<file path="config.mk">
export PLATFORM = sky130hd
export DESIGN_NAME = alu_exec_stage
export DESIGN_NICKNAME = d
export VERILOG_FILES = /design/src/rtl/exec_pkg.sv /design/src/rtl/alu.sv /design/src/rtl/alu_exec_stage.sv
export SDC_FILE = /design/constraint.sdc
export NUM_CORES = 1
export LEC_CHECK = 0
export CAP_MARGIN = 20
export CORE_MARGIN = 2
export CORE_UTILIZATION = 35
export CTS_BUF_LIST = sky130_fd_sc_hd__clkbuf_4 sky130_fd_sc_hd__clkbuf_8 sky130_fd_sc_hd__clkbuf_16
export CTS_CLUSTER_DIAMETER = 50
export DETAILED_ROUTE_END_ITERATION = 6
export GPL_TIMING_DRIVEN = 0
export HOLD_SLACK_MARGIN = 0.15
export PLACE_DENSITY = 0.56
export SLEW_MARGIN = 30
export SYNTH_ARGS = -nofsm -noshare
export SYNTH_HDL_FRONTEND = slang
export SYNTH_HIERARCHICAL = 1
export SYNTH_SLANG_ARGS = --single-unit
</file>
<file path="constraint.sdc">
create_clock -name clk -period 4 [get_ports clk]
set_clock_uncertainty 0.2 [all_clocks]
set_input_delay 0.6 -clock clk [delete_from_list [all_inputs] [get_ports clk]]
set_output_delay 0.6 -clock clk [all_outputs]
set_load 0.03 [all_outputs]
</file>
<file path="src/rtl/exec_pkg.sv">
// Shared types for the execute stage: opcodes, one-hot alu controls, stage occupancy
// and the opcode decode.
package exec_pkg;

  localparam int unsigned OP_W = 3;

  typedef enum logic [OP_W-1:0] {
    OP_NOP = 3'd0,
    OP_ADD = 3'd1,
    OP_SUB = 3'd2,
    OP_INC = 3'd3,
    OP_NEG = 3'd4,
    OP_MOV = 3'd5
  } op_e;

  typedef struct packed {
    logic add;
    logic inc;
    logic neg;
    logic sub;
  } alu_ctrl_t;

  typedef enum logic {
    ST_EMPTY = 1'b0,
    ST_FULL  = 1'b1
  } stage_e;

  // Encodings 6 and 7 fall through to the all-zero (NOP) control word.
  function automatic alu_ctrl_t decode(input op_e op);
    alu_ctrl_t c;
    c = '0;
    case (op)
      OP_ADD, OP_MOV: c.add = 1'b1;
      OP_SUB:         c.sub = 1'b1;
      OP_INC:         c.inc = 1'b1;
      OP_NEG:         c.neg = 1'b1;
      default:        c = '0;
    endcase
    return c;
  endfunction

endpackage

</file>
<file path="src/rtl/alu.sv">
// Combinational 32-bit alu with one-hot add/inc/neg/sub controls and Z/N flags.
// With no control asserted the result is zero.
module alu #(
  parameter int unsigned DATA_W = 32
) (
  input  logic              add,
  input  logic              inc,
  input  logic              neg,
  input  logic              sub,
  input  logic [DATA_W-1:0] a,
  input  logic [DATA_W-1:0] b,
  output logic [DATA_W-1:0] result,
  output logic              zero,
  output logic              negative
);

  always_comb begin
    result = '0;
    if (add)      result = a + b;
    else if (sub) result = a - b;
    else if (inc) result = a + {{(DATA_W-1){1'b0}}, 1'b1};
    else if (neg) result = '0 - a;
    zero     = (result == '0);
    negative = result[DATA_W-1];
  end

endmodule

</file>
<file path="src/rtl/alu_exec_stage.sv">
// Two-deep execute stage (S1 operands, S2 result) around the alu, with valid/ready
// backpressure and S1 flush. Define EXEC_OVF_FLAG_EN to add the flag_v overflow output.
module alu_exec_stage
  import exec_pkg::*;
#(
  parameter int unsigned DATA_W = 32,
  parameter int unsigned RD_W   = 6
) (
  input  logic              clk,
  input  logic              rst,
  input  logic              in_valid,
  output logic              in_ready,
  input  logic [OP_W-1:0]   in_opcode,
  input  logic [DATA_W-1:0] in_a,
  input  logic [DATA_W-1:0] in_b,
  input  logic [RD_W-1:0]   in_rd,
  input  logic              flush,
  output logic              out_valid,
  input  logic              out_ready,
  output logic [DATA_W-1:0] out_result,
  output logic [RD_W-1:0]   out_rd,
  output logic              out_wen,
`ifdef EXEC_OVF_FLAG_EN
  output logic              flag_v,
`endif
  output logic              flag_z,
  output logic              flag_n
);

  stage_e            s1_st_q, s1_st_d, s2_st_q, s2_st_d;
  op_e               s1_op_q, s1_op_d;
  logic [DATA_W-1:0] s1_a_q, s1_a_d, s1_b_q, s1_b_d;
  logic [RD_W-1:0]   s1_rd_q, s1_rd_d;
  logic [DATA_W-1:0] res_q, res_d;
  logic [RD_W-1:0]   rd_q, rd_d;
  logic              wen_q, wen_d, z_q, z_d, n_q, n_d;

  logic              s1_v, s2_v, s1_adv, push, move;
  alu_ctrl_t         ctrl;
  logic [DATA_W-1:0] alu_b, alu_res;
  logic              alu_z, alu_n;

  always_comb begin
    s1_v     = (s1_st_q == ST_FULL);
    s2_v     = (s2_st_q == ST_FULL);
    s1_adv   = ~s2_v | out_ready;
    in_ready = ~s1_v | s1_adv;
    push     = in_valid & in_ready & ~flush;
    move     = s1_v & s1_adv & ~flush;
    ctrl     = s1_v ? decode(s1_op_q) : '0;
    alu_b    = (s1_op_q == OP_MOV) ? '0 : s1_b_q;
  end

  alu #(.DATA_W(DATA_W)) u_alu (
    .add      (ctrl.add),
    .inc      (ctrl.inc),
    .neg      (ctrl.neg),
    .sub      (ctrl.sub),
    .a        (s1_a_q),
    .b        (alu_b),
    .result   (alu_res),
    .zero     (alu_z),
    .negative (alu_n)
  );

  always_comb begin
    s1_st_d = s1_st_q;
    s1_op_d = s1_op_q;
    s1_a_d  = s1_a_q;
    s1_b_d  = s1_b_q;
    s1_rd_d = s1_rd_q;
    s2_st_d = s2_st_q;
    res_d   = res_q;
    rd_d    = rd_q;
    wen_d   = wen_q;
    z_d     = z_q;
    n_d     = n_q;

    // A push may refill S1 in the same cycle its previous op moves into S2.
    if (flush)     s1_st_d = ST_EMPTY;
    else if (push) s1_st_d = ST_FULL;
    else if (move) s1_st_d = ST_EMPTY;

    if (push) begin
      s1_op_d = op_e'(in_opcode);
      s1_a_d  = in_a;
      s1_b_d  = in_b;
      s1_rd_d = in_rd;
    end

    if (move) begin
      s2_st_d = ST_FULL;
      res_d   = alu_res;
      rd_d    = s1_rd_q;
      wen_d   = (ctrl != '0);
      if (ctrl != '0) begin
        z_d = alu_z;
        n_d = alu_n;
      end
    end else if (s2_v & out_ready) begin
      s2_st_d = ST_EMPTY;
    end
  end

  always_ff @(posedge clk) begin
    if (rst) begin
      s1_st_q <= ST_EMPTY;
      s2_st_q <= ST_EMPTY;
      s1_op_q <= OP_NOP;
      s1_a_q  <= '0;
      s1_b_q  <= '0;
      s1_rd_q <= '0;
      res_q   <= '0;
      rd_q    <= '0;
      wen_q   <= 1'b0;
      z_q     <= 1'b0;
      n_q     <= 1'b0;
    end else begin
      s1_st_q <= s1_st_d;
      s2_st_q <= s2_st_d;
      s1_op_q <= s1_op_d;
      s1_a_q  <= s1_a_d;
      s1_b_q  <= s1_b_d;
      s1_rd_q <= s1_rd_d;
      res_q   <= res_d;
      rd_q    <= rd_d;
      wen_q   <= wen_d;
      z_q     <= z_d;
      n_q     <= n_d;
    end
  end

`ifdef EXEC_OVF_FLAG_EN
  logic v_q, v_d, ovf, sa, sb, sr;

  always_comb begin
    sa  = s1_a_q[DATA_W-1];
    sb  = alu_b[DATA_W-1];
    sr  = alu_res[DATA_W-1];
    ovf = (ctrl.add & (sa == sb) & (sr != sa))
        | (ctrl.sub & (sa != sb) & (sr != sa))
        | (ctrl.inc & (s1_a_q == {1'b0, {(DATA_W-1){1'b1}}}))
        | (ctrl.neg & (s1_a_q == {1'b1, {(DATA_W-1){1'b0}}}));
    v_d = (move & (ctrl != '0)) ? ovf : v_q;
  end

  always_ff @(posedge clk) begin
    if (rst) v_q <= 1'b0;
    else     v_q <= v_d;
  end

  assign flag_v = v_q;
`endif

  assign out_valid  = s2_v;
  assign out_result = res_q;
  assign out_rd     = rd_q;
  assign out_wen    = wen_q;
  assign flag_z     = z_q;
  assign flag_n     = n_q;

endmodule

</file>
# ---- After elaboration in Yosys (flattened, before gate mapping)
# Cells that the tools add are included.
dict set report totals {
  input_bits 78
  elab_cells 51
  regBits 116
  output_inout_bits 43
}
dict set report op_classes {
  n_bitwise 10
  addsub 4
  eq_ne 5
  n_reduce_logical 7
  muxes 14
}
# cell count
set ops {}
lappend ops {{$mux 32} 5}
lappend ops {{$add 32x1->32 const B} 1}
lappend ops {{$add 32x32->32} 1}
lappend ops {{$logic_not 32->1} 1}
lappend ops {{$sub 1x32->32 const A} 1}
lappend ops {{$sub 32x32->32} 1}
lappend ops {{$mux 1} 8}
lappend ops {{$eq 3x2->1 const B} 2}
lappend ops {{$eq 3x3->1 const B} 2}
lappend ops {{$and 1x1->1} 5}
lappend ops {{$mux 4} 1}
lappend ops {{$reduce_bool 2->1} 2}
lappend ops {{$reduce_bool 4->1} 1}
lappend ops {{$reduce_or 2->1} 2}
lappend ops {{$eq 3x1->1 const B} 1}
lappend ops {{$not 1->1} 3}
lappend ops {{$or 1x1->1} 2}
lappend ops {{$reduce_and 2->1} 1}

# ---- Longest topological paths before layout
# Gate-level depths: netlist of run 1.
dict set report logic_depth {
  ltp_word 9
  ltp_mapped 19
  mapped_depth_nobuf 18
}

# ---- Modules after synthesis
# The synthesis of run 1 kept the hierarchy.
# mod seq_area_each_um2 cells_each n_inst area_each_um2
set modules_own_cells {}
lappend modules_own_cells {alu 0.0 933 1 6153.4}
lappend modules_own_cells {alu_exec_stage 2322.2 572 1 5325.1}

# ---- Worst setup path after synthesis of run 1
# Ideal clock, no wire load.
dict set report synth_timing {
  kind {reg-to-reg}
  start {reg s1_op_q[1]}
  end {reg z_q (netlist: flag_z)}
  synth_period_minus_slack_ps 4344
  path_buffers 2
  t_arrival_ps 4072
  required_ps 3728
  stages_incl_launch_ff 18
  slack_ps -344
  setup_time_ps 72
  cell_sequence {dfxtp_1 -> nand3b_1 -> clkbuf_1 -> and2_1 -> inv_1 -> ha_1 -> buf_2 -> nor4_1 -> a21boi_1 -> a211oi_1 -> xnor2_1 -> a2111o_1 -> and4bb_1 -> nand4b_1 -> or4_1 -> nor4_2 -> nand2b_1 -> mux2i_1}
}
dict set report synth_between {
  elab_cells_between_ends 21
  cone_classes {add/sub: 2; eq/ne: 5; mux: 10; reduce/logical: 4}
}
# item line_no
set synth_rtl {}
lappend synth_rtl {{start, declared} alu_exec_stage.sv:31} ;# op_e s1_op_q, s1_op_d;
lappend synth_rtl {{start signal, assigned} alu_exec_stage.sv:121} ;# s1_op_q <= s1_op_d;
lappend synth_rtl {{$eq 3x3->1 (*)} alu_exec_stage.sv:51} ;# alu_b = (s1_op_q == OP_MOV) ? '0 : s1_b_q;
lappend synth_rtl {{$mux 32 (*)} alu_exec_stage.sv:51}
lappend synth_rtl {{net alu_b[8]} alu_exec_stage.sv:40} ;# logic [DATA_W-1:0] alu_b, alu_res;
lappend synth_rtl {{$sub 32x32->32} alu.sv:20} ;# else if (sub) result = a - b;
lappend synth_rtl {{$mux 32} alu.sv:20}
lappend synth_rtl {{$mux 32 (*)} alu.sv:19} ;# if (add) result = a + b;
lappend synth_rtl {{net alu_res[17]} alu_exec_stage.sv:40}
lappend synth_rtl {{$logic_not 32->1 (*)} alu.sv:23} ;# zero = (result == '0);
lappend synth_rtl {{net alu_z} alu_exec_stage.sv:41} ;# logic alu_z, alu_n;
lappend synth_rtl {{end signal, assigned} alu_exec_stage.sv:128} ;# z_q <= z_d;
lappend synth_rtl {{end, declared} alu_exec_stage.sv:36} ;# logic wen_q, wen_d, z_q, z_d, n_q, n_d;
# The timed path passes the listed nets; every way through them passes the cells marked *.
# A chain may end at the register's enable or synchronous reset.

# ---- Final worst setup path of run 1
dict set report layout_timing {
  start {reg s1_op_q[2]}
  end {reg z_q (netlist: flag_z)}
}
# The elaborated chain is that of the path after synthesis.

==> results.yml, run 1 <==
final_layout:
  final_common_cell: "clkdlybuf4s50_1"
  finalNetCount: 1830
  drive_gt1_share_pct: 24.9
  syn2layout_area_growth_pct: 31.2
  nFillCells: 3307
  final_cell_mix: "clkdlybuf4s50_1, o21ai_0, dfxtp_1"
  final_cell_area_sq_um: 15100
  n_antenna_cell: 0
worst_setup_path:
  crit_arrival_ns: 4.86
  reg2regPathDepth: 20
  worstPathRequired_ns: 4.17
  cp.depth: 20
  ff2ff_setup_slack_ns: -0.69
  startpoint_type: "register"
  reg2reg_from: "s1_op_q[2]$_SDFFE_PP0P_"
  crit_buf_inv: 4
  crit_family: "simple AND/OR/NAND/NOR gates"
  critPathKind: "reg2reg"
  cp_slowest_cell: "or4_4"
  endpoint_kind: "register"
  crit_chain: "nand3b_1, buf_6, clkbuf_16, and2_4, inv_2, ha_4, buf_6, or3b_4, nand4_1, a21oi_4, a2111o_1, a21oi_4, a221o_2, a21oi_2, nor4_4, nand4b_1, or4_4, nor4_4, nand2b_1, mux2i_1"
  worst-path-max-fanout: 5
  r2r_end: "flag_z$_SDFFE_PP0P_"
  slowest_delay_ns: 0.55
routing:
  initialDrtViolationCount: 1127
  via_count: 12300
  viasPerCell: 5.76
  drtAntennaViolNets: 0
  drc: 0
  wirelength_um: 44400
  wl_per_cell_um: 20.7
  dr.pass1.iters: 7
hold_path:
  worstHoldPathCells: 2
  hold_end: "out_rd[4]$_SDFFE_PP0P_"
  hold_start: "s1_rd_q[4]$_SDFFE_PP0P_"
  min_path_type: "reg2reg"
yosys:
  synth_warnings: 6
  syn_area_sq_um: 11500
  synth_nets: 1650
  synth_edf_count: 0
  synth_seq_cells: 116
  synth.distinct_cells: 97
  async_flop_share_pct: 0
  synthFlopType: "dfxtp_1"
  synth_area_per_cell_sq_um: 7.63
  synth_seq_area_share_pct: 20.2
  syn-instance-count: 1505
power_and_ir_drop:
  p_per_area_nw_per_um2: 277
  p_leak_uw: 0.00549
  ir_drop_uv: 290
global_routing:
  grt_first_pass_wirelength_um: 67000
  grt_pass1_vias: 11400
  grtUsageTotal_pct: 25.5
  grt_overflow: 0
  grt_max_degree: 17
  antenna_found_initial: 2
floorplan:
  die-area_sq_um: 34300
  initial_utilization_pct: 35.4
  coreArea_sq_um: 32500
  die_w_um: 185
  pin_count: 121
  rows: 66
  die_h_um: 185
timing:
  layout_setup_ws_ns: -0.689
  hold_viol_final: 0
  finalSetupTns_ns: -2.30
  post-route-period-util_pct: 117
  min_period_ns: 4.69
  fmax_mhz: 213
  maxSlewViolCount: 0
  finalSetupViolCount: 9
  slew_headroom_pct: 37.8
  worst_slew_pin_slew_ns: 0.933
  rsz0062_at_grt: "true"
outcome:
  status: "finished, violations left"
  violations: "negative setup slack"
run:
  drv_cap: 0
cts:
  numCtsBuffers: 17
  cts-root-buf: "clkbuf_16"
  path_clk_slew_ns: 0.07
  cts_max_path_buffers: 2
  cts.sinks: 116
  insertion_delay_ns: 0.44
  htreeDepth: 4
  cts_tree: "yes"
  cts_hold_buf: 0
placement:
  port_buffers: 119
  placed_cell_area_sq_um: 13300
  dp_hpwl_um: 33700
  gp_congestion: 0.944
worst max-delay path by stage:
stage / to / from
global route: flag_z$_SDFFE_PP0P_ / s1_op_q[1]$_SDFFE_PP0P_
floorplan: flag_z$_SDFFE_PP0P_ / s1_op_q[1]$_SDFFE_PP0P_
CTS: flag_z$_SDFFE_PP0P_ / s1_op_q[1]$_SDFFE_PP0P_
detailed placement: flag_z$_SDFFE_PP0P_ / s1_op_q[0]$_SDFFE_PP0P_
finish: flag_z$_SDFFE_PP0P_ / s1_op_q[2]$_SDFFE_PP0P_
global placement: flag_z$_SDFFE_PP0P_ / s1_op_q[0]$_SDFFE_PP0P_
repair_timing:
item                       in CTS  in global routing
resized for setup              74                107
hold endpoints to repair        0                  0
setup endpoints to repair      28                 19
cloned                          0                  1
setup buffers                  21                 25
pin swaps                      34                 39
logic make-up (layout without fill, tap and decap cells):
group / after synthesis / in the layout / synth area share (%)
compound gates: 521 / 521 / 30.5
simple gates: 519 / 519 / 27.3
fa+ha+maj: 67 / 67 / 7.43
mux: 15 / 15 / 1.33
buf+inv: 207 / 400 / 8.60
xor+xnor: 60 / 60 / 4.58
flops: 116 / 116 / 20.2
layout make-up:
class	instances	area (sq um)	area share [%]
multi-input combinational	1182	8910	59.2
sequential	116	2340	15.5
clock inverter	14	189	1.25
timing repair buffer	166	1560	10.3
inverter	78	307	2.04
buffer	124	768	5.10
clock buffer	18	439	2.92
tap	442	553	3.67
synth_stat cells (9+ instances only):
cell / instances / area share (%)
a211oi_1: 13 / 0.85
a21o_1: 16 / 1.0
a21oi_1: 116 / 5.1
a21oi_2: 63 / 4.8
a221oi_1: 16 / 1.2
a31oi_1: 12 / 0.65
and2_1: 40 / 2.2
and3_1: 14 / 0.76
and4_1: 9 / 0.69
buf_2: 36 / 1.6
clkbuf_1: 68 / 2.2
dfxtp_1: 116 / 20
ha_1: 65 / 7.1
inv_1: 69 / 2.3
mux2i_1: 13 / 1.1
nand2_1: 82 / 2.7
nand2b_1: 20 / 1.1
nand3_1: 83 / 3.6
nand3_2: 61 / 5.3
nand4_1: 12 / 0.65
nor2_1: 75 / 2.5
nor2b_1: 17 / 0.93
nor3_1: 36 / 1.6
nor4_1: 16 / 0.87
o211ai_1: 15 / 0.98
o21ai_0: 124 / 5.4
o21ai_1: 27 / 1.2
o221ai_1: 9 / 0.69
o31ai_1: 11 / 0.72
xnor2_1: 44 / 3.4
xor2_1: 16 / 1.2
stage by stage:
stage,total power [uW],util (%),setup slack (ns),std cells,hold slack [ns]
5_1_grt,4330,46.4,-0.870,2140,0.296
6_report,4160,46.4,-0.689,2140,0.267
3_3_place_gp,2260,40.9,-1.72,2066,0.257
3_5_place_dp,2270,40.9,-1.68,2066,0.263
2_1_floorplan,1940,-,-0.0149,1505,0.240
4_1_cts,4050,44.4,-0.804,2117,0.264
power breakdown:
part	switching [uW]	internal, uW	total, uW
Combinational	704	519	1220
Sequential	56.5	1190	1250
Clock	677	1020	1690
routing by layer:
metal	wire (um)	GRT usage, %	share of wire, %
met1	20700	36.1	47
met2	19200	38.7	43
met3	3190	4.60	7.2
met4	1200	8.92	2.7
met5	13	0	0.029
sequential cells by signal, indices dropped and copies added (netlist names):
signal,count
out_result,32
s1_b_q,32
s1_a_q,32
out_rd,6
s1_st_q,1
s1_op_q,3
out_valid,1
flag_n,1
flag_z,1
out_wen,1
s1_rd_q,6
worst reg2reg max path, stage by stage, from the launching register on:
cell,delay [ns]
dfxtp_4,0.36
nand3b_1,0.16
buf_6,0.18
clkbuf_16,0.15
and2_4,0.14
inv_2,0.04
ha_4,0.25
buf_6,0.11
or3b_4,0.38
nand4_1,0.13
a21oi_4,0.06
a2111o_1,0.51
a21oi_4,0.28
a221o_2,0.20
a21oi_2,0.09
nor4_4,0.29
nand4b_1,0.17
or4_4,0.55
nor4_4,0.16
nand2b_1,0.08
mux2i_1,0.12
Power figures use the tool's default switching activity.
==> run 2, diff against run 1 <==
--- a/config.mk
+++ b/config.mk
@@ -11,9 +11,10 @@
 export CTS_BUF_LIST = sky130_fd_sc_hd__clkbuf_4 sky130_fd_sc_hd__clkbuf_8 sky130_fd_sc_hd__clkbuf_16
 export CTS_CLUSTER_DIAMETER = 50
 export DETAILED_ROUTE_END_ITERATION = 6
+export GPL_ROUTABILITY_DRIVEN = 0
 export GPL_TIMING_DRIVEN = 0
 export HOLD_SLACK_MARGIN = 0.15
-export PLACE_DENSITY = 0.56
+export PLACE_DENSITY = 0.54
 export SLEW_MARGIN = 30
 export SYNTH_ARGS = -nofsm -noshare
 export SYNTH_HDL_FRONTEND = slang
==> constraint.sdc (replaced) <==
create_clock -name clk -period 4.4 [get_ports clk]
set_clock_uncertainty 0.2 [all_clocks]
set_input_delay 0.66 -clock clk [delete_from_list [all_inputs] [get_ports clk]]
set_output_delay 0.66 -clock clk [all_outputs]
set_load 0.03 [all_outputs]
==> run 2 against run 1 <==
Against the previous run: the flow finishes with violations (design-rule violations, negative setup slack); hold slack got worse by 0.0040 ns; final cell count fell by 0.33%; wire length fell by 2.8%; die area did not move; critical endpoint unchanged.
==> results.yml, run 2 (synthesis gave the netlist of run 1 again) <==
floorplan:
  pin_count: 121
  initial_utilization_pct: 35.4
  coreArea_sq_um: 32500
  die_w_um: 185
  die-area_sq_um: 34300
  rows: 66
  die_h_um: 185
final_layout:
  final_common_cell: "o21ai_0"
  drive_gt1_share_pct: 22.6
  fin_util_pct: 45.5
  syn2layout_area_growth_pct: 28.7
  finalNetCount: 1824
  final_cell_area_sq_um: 14800
  nFillCells: 3295
  n_antenna_cell: 0
  final_cell_mix: "o21ai_0, clkdlybuf4s50_1, dfxtp_1"
  final_cells: 2133
global_routing:
  antenna_found_initial: 0
  grt_max_degree: 17
  grtUsageTotal_pct: 25.1
  grt_overflow: 0
  grt_first_pass_wirelength_um: 66900
  grt_pass1_vias: 11700
worst_setup_path:
  crit_arrival_ns: 4.88
  worstPathRequired_ns: 4.56
  critPathKind: "reg2reg"
  startpoint_type: "register"
  worst-path-max-fanout: 10
  endpoint_kind: "register"
routing:
  wl_per_cell_um: 20.2
  initialDrtViolationCount: 1039
  dr.pass1.iters: 7
  wirelength_um: 43100
  drc: 2
  via_count: 12200
  viasPerCell: 5.72
  drtAntennaViolNets: 0
timing:
  slew_headroom_pct: 37.8
  fmax_mhz: 212
  maxSlewViolCount: 0
  worst_slew_pin_slew_ns: 0.921
  finalSetupViolCount: 2
  finalSetupTns_ns: -0.474
  layout_setup_ws_ns: -0.323
  hold_viol_final: 0
  min_period_ns: 4.72
  rsz0062_at_grt: "true"
  post-route-period-util_pct: 107
placement:
  dp_hpwl_um: 32700
  placed_cell_area_sq_um: 13200
  placed_cells: 2066
  place_ws_ns: -1.86
  port_buffers: 119
cts:
  cts_hold_buf: 0
  cts_tree: "yes"
  cts_max_path_buffers: 2
  numCtsBuffers: 17
  insertion_delay_ns: 0.43
  htreeDepth: 4
  cts.sinks: 116
  cts-root-buf: "clkbuf_16"
  path_clk_slew_ns: 0.06
hold_path:
  min_path_type: "reg2reg"
power_and_ir_drop:
  p_leak_uw: 0.00539
  p_per_area_nw_per_um2: 248
  ir_drop_uv: 273
outcome:
  status: "finished, violations left"
  violations: "design-rule violations, negative setup slack"
run:
  drv_cap: 0
-- run 2: routing by layer --
layer	global-route usage [%]	part of all wire, %	up-vias	wire, um
li1	-	-	5851	-
met1	34.6	46	5812	19800
met2	39.0	44	470	18800
met3	4.68	7.3	67	3160
met4	8.95	3.1	0	1330
met5	0	0	-	0
-- run 2: timing repair --
item                       4_1_cts  5_1_grt
setup endpoints to repair       23        7
cloned                           1        0
pin swaps                       27       28
gates resized for setup         94       68
hold endpoints to repair         0        0
setup buffers                   24       16
-- run 2: cell type report --
type / count / area (sq um) / area share [%]
multi-input cells: 1182 / 8730 / 59.1
repair buffers: 160 / 1530 / 10.4
inverters: 78 / 302 / 2.04
well taps: 442 / 553 / 3.74
flip-flops and latches: 116 / 2330 / 15.8
clock inverters: 14 / 178 / 1.20
clock buffers: 17 / 425 / 2.88
plain buffers: 124 / 726 / 4.91
-- run 2: per-stage QoR --
stage          total power, uW  hold WS, ns
6_report                  3660        0.263
5_1_grt                   3800        0.292
4_1_cts                   3620        0.269
3_5_place_dp              2050        0.260
3_3_place_gp              2040        0.248
2_1_floorplan             1760        0.240
-- run 2: critical path, cell delays in order (launching register included) --
cell and delay, ns:
dfxtp_4 0.37, nand3b_1 0.16, buf_6 0.18, clkbuf_4 0.19, and2_1 0.16, inv_1 0.05
ha_1 0.34, clkbuf_2 0.24, o21ai_0 0.47, nor2_1 0.11, a211oi_2 0.40, o21ai_0 0.16
or3_1 0.41, or2_1 0.28, or4_4 0.54, nor4_4 0.20, nand2b_1 0.09, mux2i_1 0.12
-- run 2: power by group --
part	internal (uW)	switching, uW
sequential	1080	47.4
combinational	432	605
clock	895	594
-- run 2: worst paths after layout --
check	from	end	slack, ns	cells past startpoint
setup / recovery	s1_op_q[2]$_SDFFE_PP0P_	flag_z$_SDFFE_PP0P_	-0.32	17
hold / removal	s1_rd_q[0]$_SDFFE_PP0P_	out_rd[0]$_SDFFE_PP0P_	0.26	2
setup reg to reg	s1_op_q[2]$_SDFFE_PP0P_	flag_z$_SDFFE_PP0P_	-0.32	17
hold reg to reg	s1_rd_q[0]$_SDFFE_PP0P_	out_rd[0]$_SDFFE_PP0P_	0.26	2
